`config.mk`:
```
export PLATFORM = sky130hd
export DESIGN_NAME = booth_seq_ctrl
export DESIGN_NICKNAME = d
export VERILOG_FILES = /design/src/rtl/booth_pkg.sv /design/src/rtl/booth_digit_sel.sv /design/src/rtl/booth_seq_ctrl.sv
export SDC_FILE = /design/constraint.sdc
export NUM_CORES = 1
export LEC_CHECK = 0
export CELL_PAD_IN_SITES_DETAIL_PLACEMENT = 1
export CELL_PAD_IN_SITES_GLOBAL_PLACEMENT = 1
export CORE_ASPECT_RATIO = 0.8
export CORE_MARGIN = 4
export CORE_UTILIZATION = 48
export DETAILED_ROUTE_END_ITERATION = 10
export DONT_BUFFER_PORTS = 1
export PLACE_DENSITY = 0.81
export SYNTH_ARGS = -nofsm -noshare
export SYNTH_HDL_FRONTEND = slang
export SYNTH_SLANG_ARGS = --single-unit
```
`constraint.sdc`:
```
create_clock -name clk -period 2.65 [get_ports clk]
set_clock_uncertainty 0.05 [all_clocks]
set_input_delay 0.265 -clock clk [delete_from_list [all_inputs] [get_ports clk]]
set_output_delay 0.265 -clock clk [all_outputs]
set_load 0.1 [all_outputs]
```
`src/rtl/booth_pkg.sv`:
```
`default_nettype none
// +----------------------------------------------------------------------------+
// | booth_pkg : shared types, widths and Booth-digit helpers for booth_seq_ctrl |
// | Revision  : 1.0                                                             |
// +----------------------------------------------------------------------------+
package booth_pkg;

   localparam int OPW  = 8;
   localparam int PPW  = 16;
   localparam int NDIG = 4;

   typedef enum logic [1:0] {
      IDLE  = 2'd0,
      ISSUE = 2'd1,
      DRAIN = 2'd2,
      DONE  = 2'd3
   } state_t;

   // Triplet {a[2i+1], a[2i], a[2i-1]} with an implicit zero below bit 0.
   function automatic logic [2:0] booth_digit(input logic [OPW-1:0] a, input logic [1:0] i);
      logic [OPW:0] ax;
      logic [2:0]   code;
      ax = {a, 1'b0};
      unique case (i)
         2'd0: code = ax[2:0];
         2'd1: code = ax[4:2];
         2'd2: code = ax[6:4];
         2'd3: code = ax[8:6];
      endcase
      return code;
   endfunction

   function automatic logic booth_is_zero(input logic [2:0] code);
      return (code == 3'b000) || (code == 3'b111);
   endfunction

endpackage
`default_nettype wire

```
`src/rtl/booth_digit_sel.sv`:
```
`default_nettype none
// +----------------------------------------------------------------------------+
// | booth_digit_sel : picks the next Booth digit to issue and its triplet      |
// | Option : BOOTH_SEQ_ZERO_SKIP_EN skips digits with a zero partial product    |
// | Revision : 1.0                                                              |
// +----------------------------------------------------------------------------+
module booth_digit_sel
   import booth_pkg::*;
(
   input  logic [OPW-1:0] a_val,
   input  logic [1:0]     cur_idx,
   input  logic           first,
   output logic [1:0]     nxt_idx,
   output logic [2:0]     nxt_opr,
   output logic           last
);

   always_comb begin
      nxt_idx = 2'd0;
      last    = 1'b1;
      if (first) begin
         last = 1'b0;
      end else begin
         // Descending scan so the lowest eligible digit above cur_idx wins.
         for (int j = NDIG - 1; j >= 1; j--) begin
`ifdef BOOTH_SEQ_ZERO_SKIP_EN
            if ((j > int'(cur_idx)) && !booth_is_zero(booth_digit(a_val, 2'(j)))) begin
`else
            if (j > int'(cur_idx)) begin
`endif
               nxt_idx = 2'(j);
               last    = 1'b0;
            end
         end
      end
      nxt_opr = booth_digit(a_val, nxt_idx);
   end

endmodule
`default_nettype wire

```
`src/rtl/booth_seq_ctrl.sv`:
```
`default_nettype none
// +----------------------------------------------------------------------------+
// | booth_seq_ctrl : sequences one signed 8x8 radix-4 Booth multiply through a |
// | shared partial-product generator. Option : BOOTH_SEQ_ZERO_SKIP_EN           |
// | Revision : 1.0                                                              |
// +----------------------------------------------------------------------------+
module booth_seq_ctrl
   import booth_pkg::*;
(
   input  logic           clk,
   input  logic           rst_n,
   input  logic           start,
   input  logic [OPW-1:0] a,
   input  logic [OPW-1:0] b,
   output logic           busy,
   output logic           done,
   output logic [PPW-1:0] product,
   output logic [2:0]     pp_opr,
   output logic [1:0]     pp_ext,
   output logic [OPW-1:0] pp_b,
   input  logic [PPW-1:0] pp_in
);

   state_t         state_q, state_d;
   logic [1:0]     idx_q, idx_d;
   logic [OPW-1:0] a_q, a_d;
   logic [OPW-1:0] b_q, b_d;
   logic [2:0]     opr_q, opr_d;
   logic [1:0]     ext_q, ext_d;
   logic           pend_q, pend_d;
   logic           pend_dly_q, pend_dly_d;
   logic [PPW-1:0] acc_q, acc_d;
   logic           busy_q, busy_d;
   logic           done_q, done_d;
   logic [PPW-1:0] product_q, product_d;

   logic           sel_first;
   logic [OPW-1:0] sel_a;
   logic [1:0]     sel_idx;
   logic [2:0]     sel_opr;
   logic           sel_last;

   // Outside ISSUE the selector looks at the incoming operand so digit 0 is ready at accept.
   assign sel_first = (state_q != ISSUE);
   assign sel_a     = sel_first ? a : a_q;

   booth_digit_sel u_sel (
      .a_val   (sel_a),
      .cur_idx (idx_q),
      .first   (sel_first),
      .nxt_idx (sel_idx),
      .nxt_opr (sel_opr),
      .last    (sel_last)
   );

   always_comb begin
      state_d    = state_q;
      idx_d      = idx_q;
      a_d        = a_q;
      b_d        = b_q;
      opr_d      = 3'b000;
      ext_d      = 2'b00;
      pend_d     = 1'b0;
      pend_dly_d = pend_q;
      acc_d      = pend_dly_q ? (acc_q + pp_in) : acc_q;
      busy_d     = busy_q;
      done_d     = 1'b0;
      product_d  = product_q;

      unique case (state_q)
         IDLE, DONE: begin
            if (start) begin
               state_d = ISSUE;
               a_d     = a;
               b_d     = b;
               acc_d   = '0;
               idx_d   = sel_idx;
               opr_d   = sel_opr;
               ext_d   = sel_idx;
               pend_d  = 1'b1;
               busy_d  = 1'b1;
            end else begin
               state_d = IDLE;
            end
         end
         ISSUE: begin
            if (sel_last) begin
               state_d = DRAIN;
            end else begin
               idx_d  = sel_idx;
               opr_d  = sel_opr;
               ext_d  = sel_idx;
               pend_d = 1'b1;
            end
         end
         DRAIN: begin
            // The last partial product lands in acc_d on this same edge.
            state_d   = DONE;
            busy_d    = 1'b0;
            done_d    = 1'b1;
            product_d = acc_d;
         end
      endcase
   end

   always_ff @(posedge clk or negedge rst_n) begin
      if (!rst_n) begin
         state_q    <= IDLE;
         idx_q      <= 2'd0;
         a_q        <= '0;
         b_q        <= '0;
         opr_q      <= 3'b000;
         ext_q      <= 2'b00;
         pend_q     <= 1'b0;
         pend_dly_q <= 1'b0;
         acc_q      <= '0;
         busy_q     <= 1'b0;
         done_q     <= 1'b0;
         product_q  <= '0;
      end else begin
         state_q    <= state_d;
         idx_q      <= idx_d;
         a_q        <= a_d;
         b_q        <= b_d;
         opr_q      <= opr_d;
         ext_q      <= ext_d;
         pend_q     <= pend_d;
         pend_dly_q <= pend_dly_d;
         acc_q      <= acc_d;
         busy_q     <= busy_d;
         done_q     <= done_d;
         product_q  <= product_d;
      end
   end

   assign busy    = busy_q;
   assign done    = done_q;
   assign product = product_q;
   assign pp_opr  = opr_q;
   assign pp_ext  = ext_q;
   assign pp_b    = b_q;

endmodule
`default_nettype wire

```
# Word level (Yosys, flattened, before mapping)

Cells that the tools add are included.

Register bits after elaboration: 61
Input bits: 35
Output and inout port bits: 31
Logic and storage cells: 65

Add/subtract/negate cells: 1
Order comparisons: 3
Equality and inequality tests: 10
Multiplexer cells: 31
Reductions and logical operators: 8

Operators by type and width:

| kind                                                         | count |
|---|---|
| two-way mux 16 bit                                           | 3 |
| two-way mux 2 bit                                            | 9 |
| adder 16 bit                                                 | 1 |
| one-hot mux 3 bit (4 select lines)                           | 1 |
| two-way mux 1 bit                                            | 9 |
| == test 2 bit, second input constant                         | 4 |
| two-way mux 8 bit                                            | 1 |
| one-hot mux 2 bit (2 select lines)                           | 2 |
| two-way mux 3 bit                                            | 2 |
| inequality test 2 bit, second input constant                 | 3 |
| one-hot mux 2 bit (3 select lines)                           | 1 |
| one-hot mux 3 bit (2 select lines)                           | 1 |
| == test 2 x 1 -> 1 bit, second input constant                | 2 |
| greater-than comparator 2 bit, first input constant          | 2 |
| zero test 2 bit                                              | 2 |
| one-hot mux 1 bit (2 select lines)                           | 2 |
| AND reduction 2 bit                                          | 2 |
| nonzero test 2 bit                                           | 2 |
| AND reduction 3 bit                                          | 1 |
| greater-than comparator 1 x 2 -> 1 bit, first input constant | 1 |
| inequality test 2 x 1 -> 1 bit, second input constant        | 1 |
| OR reduction 2 bit                                           | 1 |

# Depth between registers and ports, before layout

Gate-level depths: netlist of the first run.

Depth after elaboration: 9
Gate-level depth with buffers: 9
Depth with buffers taken out: 8

# By module

From an unflattened synthesis of the first run, not the netlist that was laid out.

Cells, all modules: 365
Area total of the unflattened synthesis: 3,447.1 um^2

By module, submodules not included:

| module          | times used | cells each | area an instance (um^2) | sequential area each (um^2) |
|---|---|---|---|---|
| booth_seq_ctrl  | 1          | 329        | 3,200.6                 | 1,526.5 |
| booth_digit_sel | 1          | 36         | 246.5                   | 0.0 |

# Worst setup path before layout of the first run

OpenSTA, ideal clock, no wires.

Kind: register to register
From: register acc_q[11]
To: register product_q[15] (netlist: product[15])
Arrival: 2,069 ps
Slack: 404 ps
Cell stages (with the launch flop): 8
Path through: dfrtp_1 -> ha_1 -> a21o_1 -> o21ai_1 -> or3b_1 -> or3_1 -> a31oi_1 -> o31ai_2

Longest elaborated chain between the ends: 2

Ends and longest elaborated chain:

| element                | line                  | text |
|---|---|---|
| from (decl)            | booth_seq_ctrl.sv:32  | `logic [PPW-1:0] acc_q, acc_d;` |
| from (signal assigned) | booth_seq_ctrl.sv:116 | `acc_q <= '0;` |
| from (signal assigned) | booth_seq_ctrl.sv:129 | `acc_q <= acc_d;` |
| adder 16 bit           | booth_seq_ctrl.sv:65  | `acc_d = pend_dly_q ? (acc_q + pp_in) : acc_q;` |
| two-way mux 16 bit     | booth_seq_ctrl.sv:65  |  |
| to (signal assigned)   | booth_seq_ctrl.sv:132 | `product_q <= product_d;` |
| to (decl)              | booth_seq_ctrl.sv:35  | `logic [PPW-1:0] product_q, product_d;` |

Every way passes these cells.
A chain may end at the register's enable or synchronous reset.

# Final worst setup path of the first run

Ends and elaborated chain as after synthesis.

==> results of run 1 <==
-- cell families after synthesis --
kind of cell	Yosys count	synth area share
muxes	12	0.0436
xor gates and xnor gates	8	0.0210
and+or+nand+nor	146	0.199
AOI/OAI and AO/OA	83	0.160
DFF	61	0.458
adders and majority gates	21	0.0812
buffers and inverters	28	0.0365
-- timing repair --
item | CTS | global route
gates resized for setup | 0 | 0
endpoints found under the hold margin | 77 | 0
hold buffers | 18 | 0
-- flip-flops by register name, summed over array words and instances (netlist names) --
| name | count |
|---|---|
| pend_dly_q | 1 |
| product | 16 |
| pp_ext | 2 |
| busy | 1 |
| done | 1 |
| pp_b | 8 |
| pp_opr | 3 |
| acc_q | 16 |
| a_q | 8 |
| state_q | 2 |
| pend_dly_d | 1 |
| idx_q | 2 |
-- metrics by stage --
stage / instances / instance area, um2 / utilization
5_1_grt: 469 / 3830 / 0.583
3_3_place_gp: 435 / 3420 / 0.521
2_1_floorplan: 359 / 3330 / -
3_5_place_dp: 435 / 3420 / 0.521
6_report: 469 / 3830 / 0.583
4_1_cts: 469 / 3830 / 0.583
-- worst max-delay path, delay by kind of cell (launching register included) --
family / cells / cell delay (ps)
DFF: 1 / 380
and+or+nand+nor: 2 / 790
AOI/OAI and AO/OA: 4 / 760
adders and majority gates: 1 / 380
-- final timing paths --
path                       cells after the start        from           to  slack [ps]
max                                            7   acc_q[11]  product[15]         160
min in group asynchronous                      2       rst_n    acc_q[14]         390
min                                            2        a[0]    pp_opr[1]          40
min reg2reg                                    0  pend_dly_d   pend_dly_q         310
max reg2reg                                    7   acc_q[11]  product[15]         160
max in group asynchronous                      2       rst_n     acc_q[5]        1870
-- synth_stat cells, types with 3 or more instances --
library cell	count
and3_1	3
nand4_1	3
clkbuf_1	14
xor2_1	5
o21bai_1	4
inv_1	11
nand2_1	72
nor2b_1	5
nor3b_1	3
a211oi_1	4
a22oi_1	3
nor2_1	33
or3_1	4
nand3_1	6
mux2i_1	10
a31oi_1	5
nor3_1	3
a21oi_1	28
a21o_1	8
o221ai_1	4
o21ai_0	13
dfrtp_1	61
xnor2_1	3
ha_1	20
-- layer usage --
| layer | vias to the layer above | GRT usage | share of wire |
|---|---|---|---|
| li1 | 1294 | - | - |
| met1 | 1329 | 0.296 | 0.45 |
| met2 | 70 | 0.370 | 0.47 |
| met3 | 12 | 0.0739 | 0.070 |
| met4 | 0 | 0.0651 | 0.012 |
| met5 | - | 0 | 0 |
-- final cells by class --
class,instances,share of cell area
multi-input cells,270,0.439
flip-flops and latches,61,0.398
repair buffers,27,0.0692
clock buffers,13,0.0441
well taps,84,0.0274
clock inverters,3,0.0111
inverters,11,0.0108
-- placed cells by master (no fill, tap or decap), types with 4 or more instances in the layout --
cell type	count
o21bai_1	4
dlygate4sd3_1	17
a21o_1	8
inv_1	11
nand3_1	6
nand2_1	72
o221ai_1	4
mux2i_1	10
a21oi_1	28
a211oi_1	4
xor2_1	5
a31oi_1	5
ha_1	20
dfrtp_1	61
nor2b_1	5
buf_4	9
or3_1	4
clkbuf_8	12
nor2_1	33
o21ai_0	13
==> run metrics, run 1 <==
Die Height=slightly above 80 um; setup violators final=0; via count=about 2,700; Site Rows=26; RSZ-0062 raised after global routing=false; Fin Setup TNS=0 ps; Post-CTS Setup Bufs=0; Max-slew headroom=0.374; post-route clock period utilization=0.938; vias in the first global route=a little under 3,000; worst hold path class=primary input to flip-flop; Root Buffer=clkbuf_8; Placer Congestion=about 0.87; cell type with the largest total area after synthesis=dfrtp_1; share of the yosys chip area belonging to registers=0.458; status=finished, final reports clean; Fin. Hold Viols=0; Via density=~5.8; CP startpoint kind=flip-flop; clk slew on worst S/H paths=70 ps; Die W=roughly 100 um; fill count=753; Max Cap Violations=0; Avg WL per Cell=between 15 and 20 um; Gate Count Post-Synth=359; Post-synth ARST share=1.00; crit path cell chain=ha_1, a21o_1, o21ai_1, or3b_1, or3_1, a31oi_1, o31ai_2; DR iter-0 viols=about 140; Port Buffers=0; largest cells by area after synthesis=dfrtp_1, nand2_1, ha_1, a21oi_1, nor2_1; Post-Syn Area=between 3000 and 4000 um2; Place WS=180 ps; Mean Syn Cell Area=about 9.3 um2; htree depth=3; ant diodes=0; share of cells above drive strength 1=0.0857; storage element area=1530 um2; initial antenna violation count=0; Final Net Count=~440; post-synth top area share=0.458; critical path peak fanout=7; CTS tree=built; first drt pass iteration count=4; total congestion overflow=0; DRT antenna net count=0; clock tree buffer depth=2; Critical Setup Path Class=flip-flop to flip-flop; minimum clock period=~2500 ps; DRC errors left=0; flops & latches, synth=61; syn_nets=415; I/O Pins=66; CTS buffer count=9; critical path's slowest cell=or3_1; nature of the critical path endpoint=flip-flop; Initial Utilization=0.507; CP peak stage delay=400 ps; Cell variety after synth=51; Core ar.=6570 um2; area grow syn2layout=15.1%; final wirelength=8830 um; crit path DAT=about 2700 ps; final hold slack=~40 ps; hpwl dp=6200 um; Post-synth EDFFs=0; worst-margin pin slew=939 ps; first-pass GRT wire length=around 15,000 um; GRT Util Overall=0.228; Fmax achieved=402 MHz; WP data required=between 2000 and 3000 ps; yosys synthesis warning count=0; final worst setup slack=~160 ps; CTS sink count=61; largest net degree at the start of global routing=62; area of the multi-input gates=1680 um2; max-slew violation count=0; die area=between 8000 and 9000 um2; Synth Flop Type=dfrtp_1; Skew-Pair Late Insertion Delay=340 ps
Power of run 1 is left out: the tool's default activity adds up to more than one toggle a clock period on the data nets, which glitch-free logic cannot reach.
==> run 2: changes to the inputs <==
- CORE_ASPECT_RATIO: 0.8 -> default
==> run 2 against run 1 <==
- critical path depth unchanged
- setup slack got worse by 8.2 ps
- global-route usage decreased by 0.73 points
- maximum frequency decreased by 0.33%
- largest cell class unchanged
- highest routed layer unchanged
==> run metrics, run 2 (synthesis results as in run 1) <==
status=finished, final reports clean; I/O Pins=66 (unchanged); minimum clock period=2490 ps (+8.18 ps); clk slew on worst S/H paths=70 ps (about the same); Fin Setup TNS=0 ps (unchanged); first-pass GRT wire length=14,700 um (unchanged); Fmax achieved=401 MHz (-0.33%); hpwl dp=6120 um (-1.3%); crit path DAT=2640 ps (about the same); initial antenna violation count=0 (unchanged); share of cells above drive strength 1=0.0919 (+0.00615); CP peak stage delay=410 ps (about the same); Site Rows=30 (+15%); Critical Setup Path Class=flip-flop to flip-flop; worst-margin pin slew=923 ps (-16.0 ps); total congestion overflow=0 (unchanged); crit path cell chain=ha_1, a21oi_1, nor3_1, or3b_1, or3_1, a31oi_1, o31ai_2; CTS buffer count=9 (unchanged); Die Height=91.3 um (+11%); DRT antenna net count=0 (unchanged); commonest non-fill, non-tap cells in the layout=nand2_1, dfrtp_1, nor2_1; Port Buffers=0 (unchanged); Placer Congestion=0.885 (+2.1%); GRT Util Overall=0.221 (-0.00726); via count=2,749 (+1.6%); highest routing layer actually used=met4; post-route clock period utilization=0.941 (+0.00308); WL met1=3710 um (-7.1%); met3 WL=445 um (-28%); CP startpoint kind=flip-flop; Root Buffer=clkbuf_8; vias in the first global route=3,070 (+5.6%); most common cell after layout, fill and taps aside=nand2_1; Via density=5.96 (+3.4%); setup violators final=0 (unchanged); htree depth=3 (unchanged); Avg WL per Cell=19.1 um (+1.4%); first drt pass iteration count=4 (unchanged); ant diodes=0 (unchanged); critical path's slowest cell=or3b_1; area grow syn2layout=14.7%; CTS sink count=61 (unchanged); WP data required=2800 ps (about the same); critical path peak fanout=5 (-2); largest net degree at the start of global routing=62 (unchanged); max-slew violation count=0 (unchanged); DR iter-0 viols=81 (-40%); Core ar.=6760 um2 (+2.8%); final wirelength=8800 um (-0.35%); Post-CTS Setup Bufs=0 (unchanged); CTS tree=built; Die W=91.3 um (-9.7%); met2 WL post-DR=4420 um (+7.4%); Max Cap Violations=0 (unchanged); die area=8330 um2 (about the same); RSZ-0062 raised after global routing=false; Fin. Hold Viols=0 (unchanged); clock tree buffer depth=2 (unchanged); nature of the critical path endpoint=flip-flop; Max-slew headroom=0.385 (+0.0107); Initial Utilization=0.493 (-0.0139); worst hold path class=primary input to flip-flop; Final Net Count=433 (-0.69%); DRC errors left=0 (unchanged); Skew-Pair Late Insertion Delay=330 ps (about the same)
-- run 2: cell types whose count changed in the layout (fill, tap and decap cells not counted) --
cell           delta
a21oi_1           -1
a21oi_2           +1
buf_4             +1
bufinv_16         +1
clkbuf_1          -1
clkinv_2          -1
dlygate4sd3_1     -4
-- run 2: critical path: cells and delay by family, from the launching register on --
family	cells	cell delay [ps]
AOI/OAI and AO/OA	3	660
and+or+nand+nor	3	910
adders and majority gates	1	350
DFF	1	390
-- run 2: cell type report --
class	count	area (um2)
clock inverter	3	67.6
tap	80	100
fill	754	2940
inverter	11	41.3
multi-input combinational	270	1690
clock buffer	12	165
sequential	61	1530
timing repair buffer	24	233
-- run 2: timing repair --
item,in CTS,in global routing
hold buffers,14,0
resized for setup,0,1
endpoints found under the hold margin,73,0
setup endpoints to repair,0,1
-- run 2: layer usage --
layer / GRT usage / up-vias
met1: 0.261 / 1372
met4: 0.0854 / 0
met3: 0.0539 / 25
met2: 0.387 / 63
met5: 0 / -
li1: - / 1289
-- run 2: through the flow --
stage / hold slack [ps] / setup slack, ps / area, um2 / util / instances
global route: 13.6 / 23.5 / 3820 / 0.565 / 461
detailed placement: -77.5 / 201 / 3420 / 0.507 / 432
floorplan: -80.6 / 404 / 3330 / - / 359
CTS: 2.99 / 187 / 3810 / 0.565 / 461
global placement: -78.4 / 280 / 3420 / 0.507 / 432
finish: 13.2 / 155 / 3820 / 0.565 / 461
-- run 2: worst paths after layout --
check / to / cells past startpoint / slack [ps] / start
worst min register to register: pend_dly_q / 0 / 320 / pend_dly_d
worst max register to register: product[15] / 7 / 160 / acc_q[6]
min in group asynchronous: pp_b[1] / 2 / 450 / rst_n
worst max-delay path: product[15] / 7 / 160 / acc_q[6]
worst min-delay path: pp_b[0] / 2 / 10 / b[0]
max in group asynchronous: product[8] / 2 / 1860 / rst_n
Power of run 2 is left out for the same reason.
==> run 3: changes to the inputs <==
- CORE_MARGIN: 4 -> default
==> run 3 against run 2 <==
- core utilization up 1.5 points
- routed wire length down 6.5%
- design area down 0.72%
- first-iteration DRC count up 44%
- critical path depth up 1
- non-clock buffer count up 3
- via count down 1.2%
- register-to-register slack better by 40 ps
- flip-flop and latch count unchanged
- setup slack better by 40 ps
- sequential share of layout area up 0.29 points
- global-route usage up 2.7 points
==> run metrics, run 3 (synthesis results as in run 1) <==
Site Rows=29 (-3.3%); first-pass GRT wire length=13,800 um (-5.9%); WP data required=2790 ps (about the same); DRT antenna net count=0 (unchanged); Post-CTS Setup Bufs=0 (unchanged); Die W=85.3 um (-6.6%); DRC errors left=0 (unchanged); Via density=5.88 (-1.4%); GRT Util Overall=0.248 (+0.0273); vias in the first global route=2,950 (-3.9%); clock tree buffer depth=2 (unchanged); Die Height=85.3 um (-6.6%); crit path DAT=2590 ps (-50 ps); DR iter-0 viols=117 (+44%); area grow syn2layout=13.9%; Avg WL per Cell=17.8 um (-6.7%); CP startpoint kind=flip-flop; post-route clock period utilization=0.926 (-0.0149); Fin. Hold Viols=0 (unchanged); fill count=739 (-2.0%); area post-placement=3410 um2 (-0.33%); Core ar.=6530 um2 (-3.3%); die area=7270 um2 (-13%); Max-slew headroom=0.382 (-0.00332); Fmax achieved=407 MHz (+1.6%); max-slew violation count=0 (unchanged); critical path peak fanout=4 (-1); Final Net Count=436 (+0.69%); CTS tree=built; RSZ-0062 raised after global routing=false; Critical Setup Path Class=flip-flop to flip-flop; total congestion overflow=0 (unchanged); area of the multi-input gates=1690 um2 (unchanged); CTS sink count=61 (unchanged); clk slew on worst S/H paths=70 ps (about the same); largest net degree at the start of global routing=62 (unchanged); first drt pass iteration count=4 (unchanged); Skew-Pair Late Insertion Delay=340 ps (about the same); hpwl dp=5480 um (-10%); share of cells above drive strength 1=0.0909 (-0.000954); ant diodes=0 (unchanged); storage element area=1530 um2 (unchanged); Placer Congestion=0.876 (-0.99%); CTS buffer count=9 (unchanged); most common cell after layout, fill and taps aside=nand2_1; status=finished, final reports clean; Initial Utilization=0.510 (+0.0170); commonest non-fill, non-tap cells in the layout=nand2_1, dfrtp_1, nor2_1; htree depth=3 (unchanged); Final Instance Area=3790 um2 (-0.72%); placed insts=428 (-0.93%); Fin Setup TNS=0 ps (unchanged); worst hold path class=primary input to flip-flop; Root Buffer=clkbuf_8; final wirelength=8230 um (-6.5%); Port Buffers=0 (unchanged); via count=2,716 (-1.2%); worst-margin pin slew=928 ps (+4.98 ps); setup violators final=0 (unchanged); minimum clock period=2460 ps (-39.5 ps); Finished Layout Cells=462 (+0.22%); I/O Pins=66 (unchanged); Max Cap Violations=0 (unchanged); initial antenna violation count=0 (unchanged); nature of the critical path endpoint=flip-flop
-- run 3: repair_timing --
action	in CTS	in global routing
endpoints found under the setup margin	0	1
hold endpoints to repair	76	1
hold buffers	17	1
resized for setup	0	1
-- run 3: critical path, cell delays in order (launching register included) --
cell and delay, ps:
dfrtp_1 390, ha_1 210, fa_1 420, a21oi_2 230, o221a_1 270, o22ai_1 130
o31ai_1 280, xor2_1 190, o221ai_1 130
-- run 3: final timing paths --
kind	from	end	slack, ps	cells past startpoint
min in group asynchronous	rst_n	acc_q[13]	440	2
worst max-delay path	acc_q[0]	product[14]	190	8
max in group asynchronous	rst_n	product[14]	1810	2
worst min register to register	pend_dly_d	pend_dly_q	320	0
worst min-delay path	start	busy	60	3
worst max register to register	acc_q[0]	product[14]	190	8
-- run 3: per-stage QoR --
step           hold slack, ps  setup WS [ps]  utilization
2_1_floorplan           -80.6            404            -
3_3_place_gp            -79.0            275        0.523
3_5_place_dp            -79.0            156        0.523
4_1_cts                  8.39            121        0.578
5_1_grt                  71.3           23.4        0.580
6_report                 59.0            195        0.580
-- run 3: per-layer routing --
| layer | share of wire | track usage |
|---|---|---|
| met5 | 0 | 0 |
| met1 | 0.45 | 0.312 |
| met4 | 0.018 | 0.0955 |
| met2 | 0.48 | 0.412 |
| met3 | 0.049 | 0.0652 |
-- run 3: area by class of cell --
class | count | share of cell area
clock buffer | 10 | 0.0363
clock inverter | 6 | 0.0102
inverter | 11 | 0.0109
multi-input combinational | 270 | 0.445
sequential | 61 | 0.403
tap | 77 | 0.0254
timing repair buffer | 27 | 0.0700
Power of run 3 is left out for the same reason.
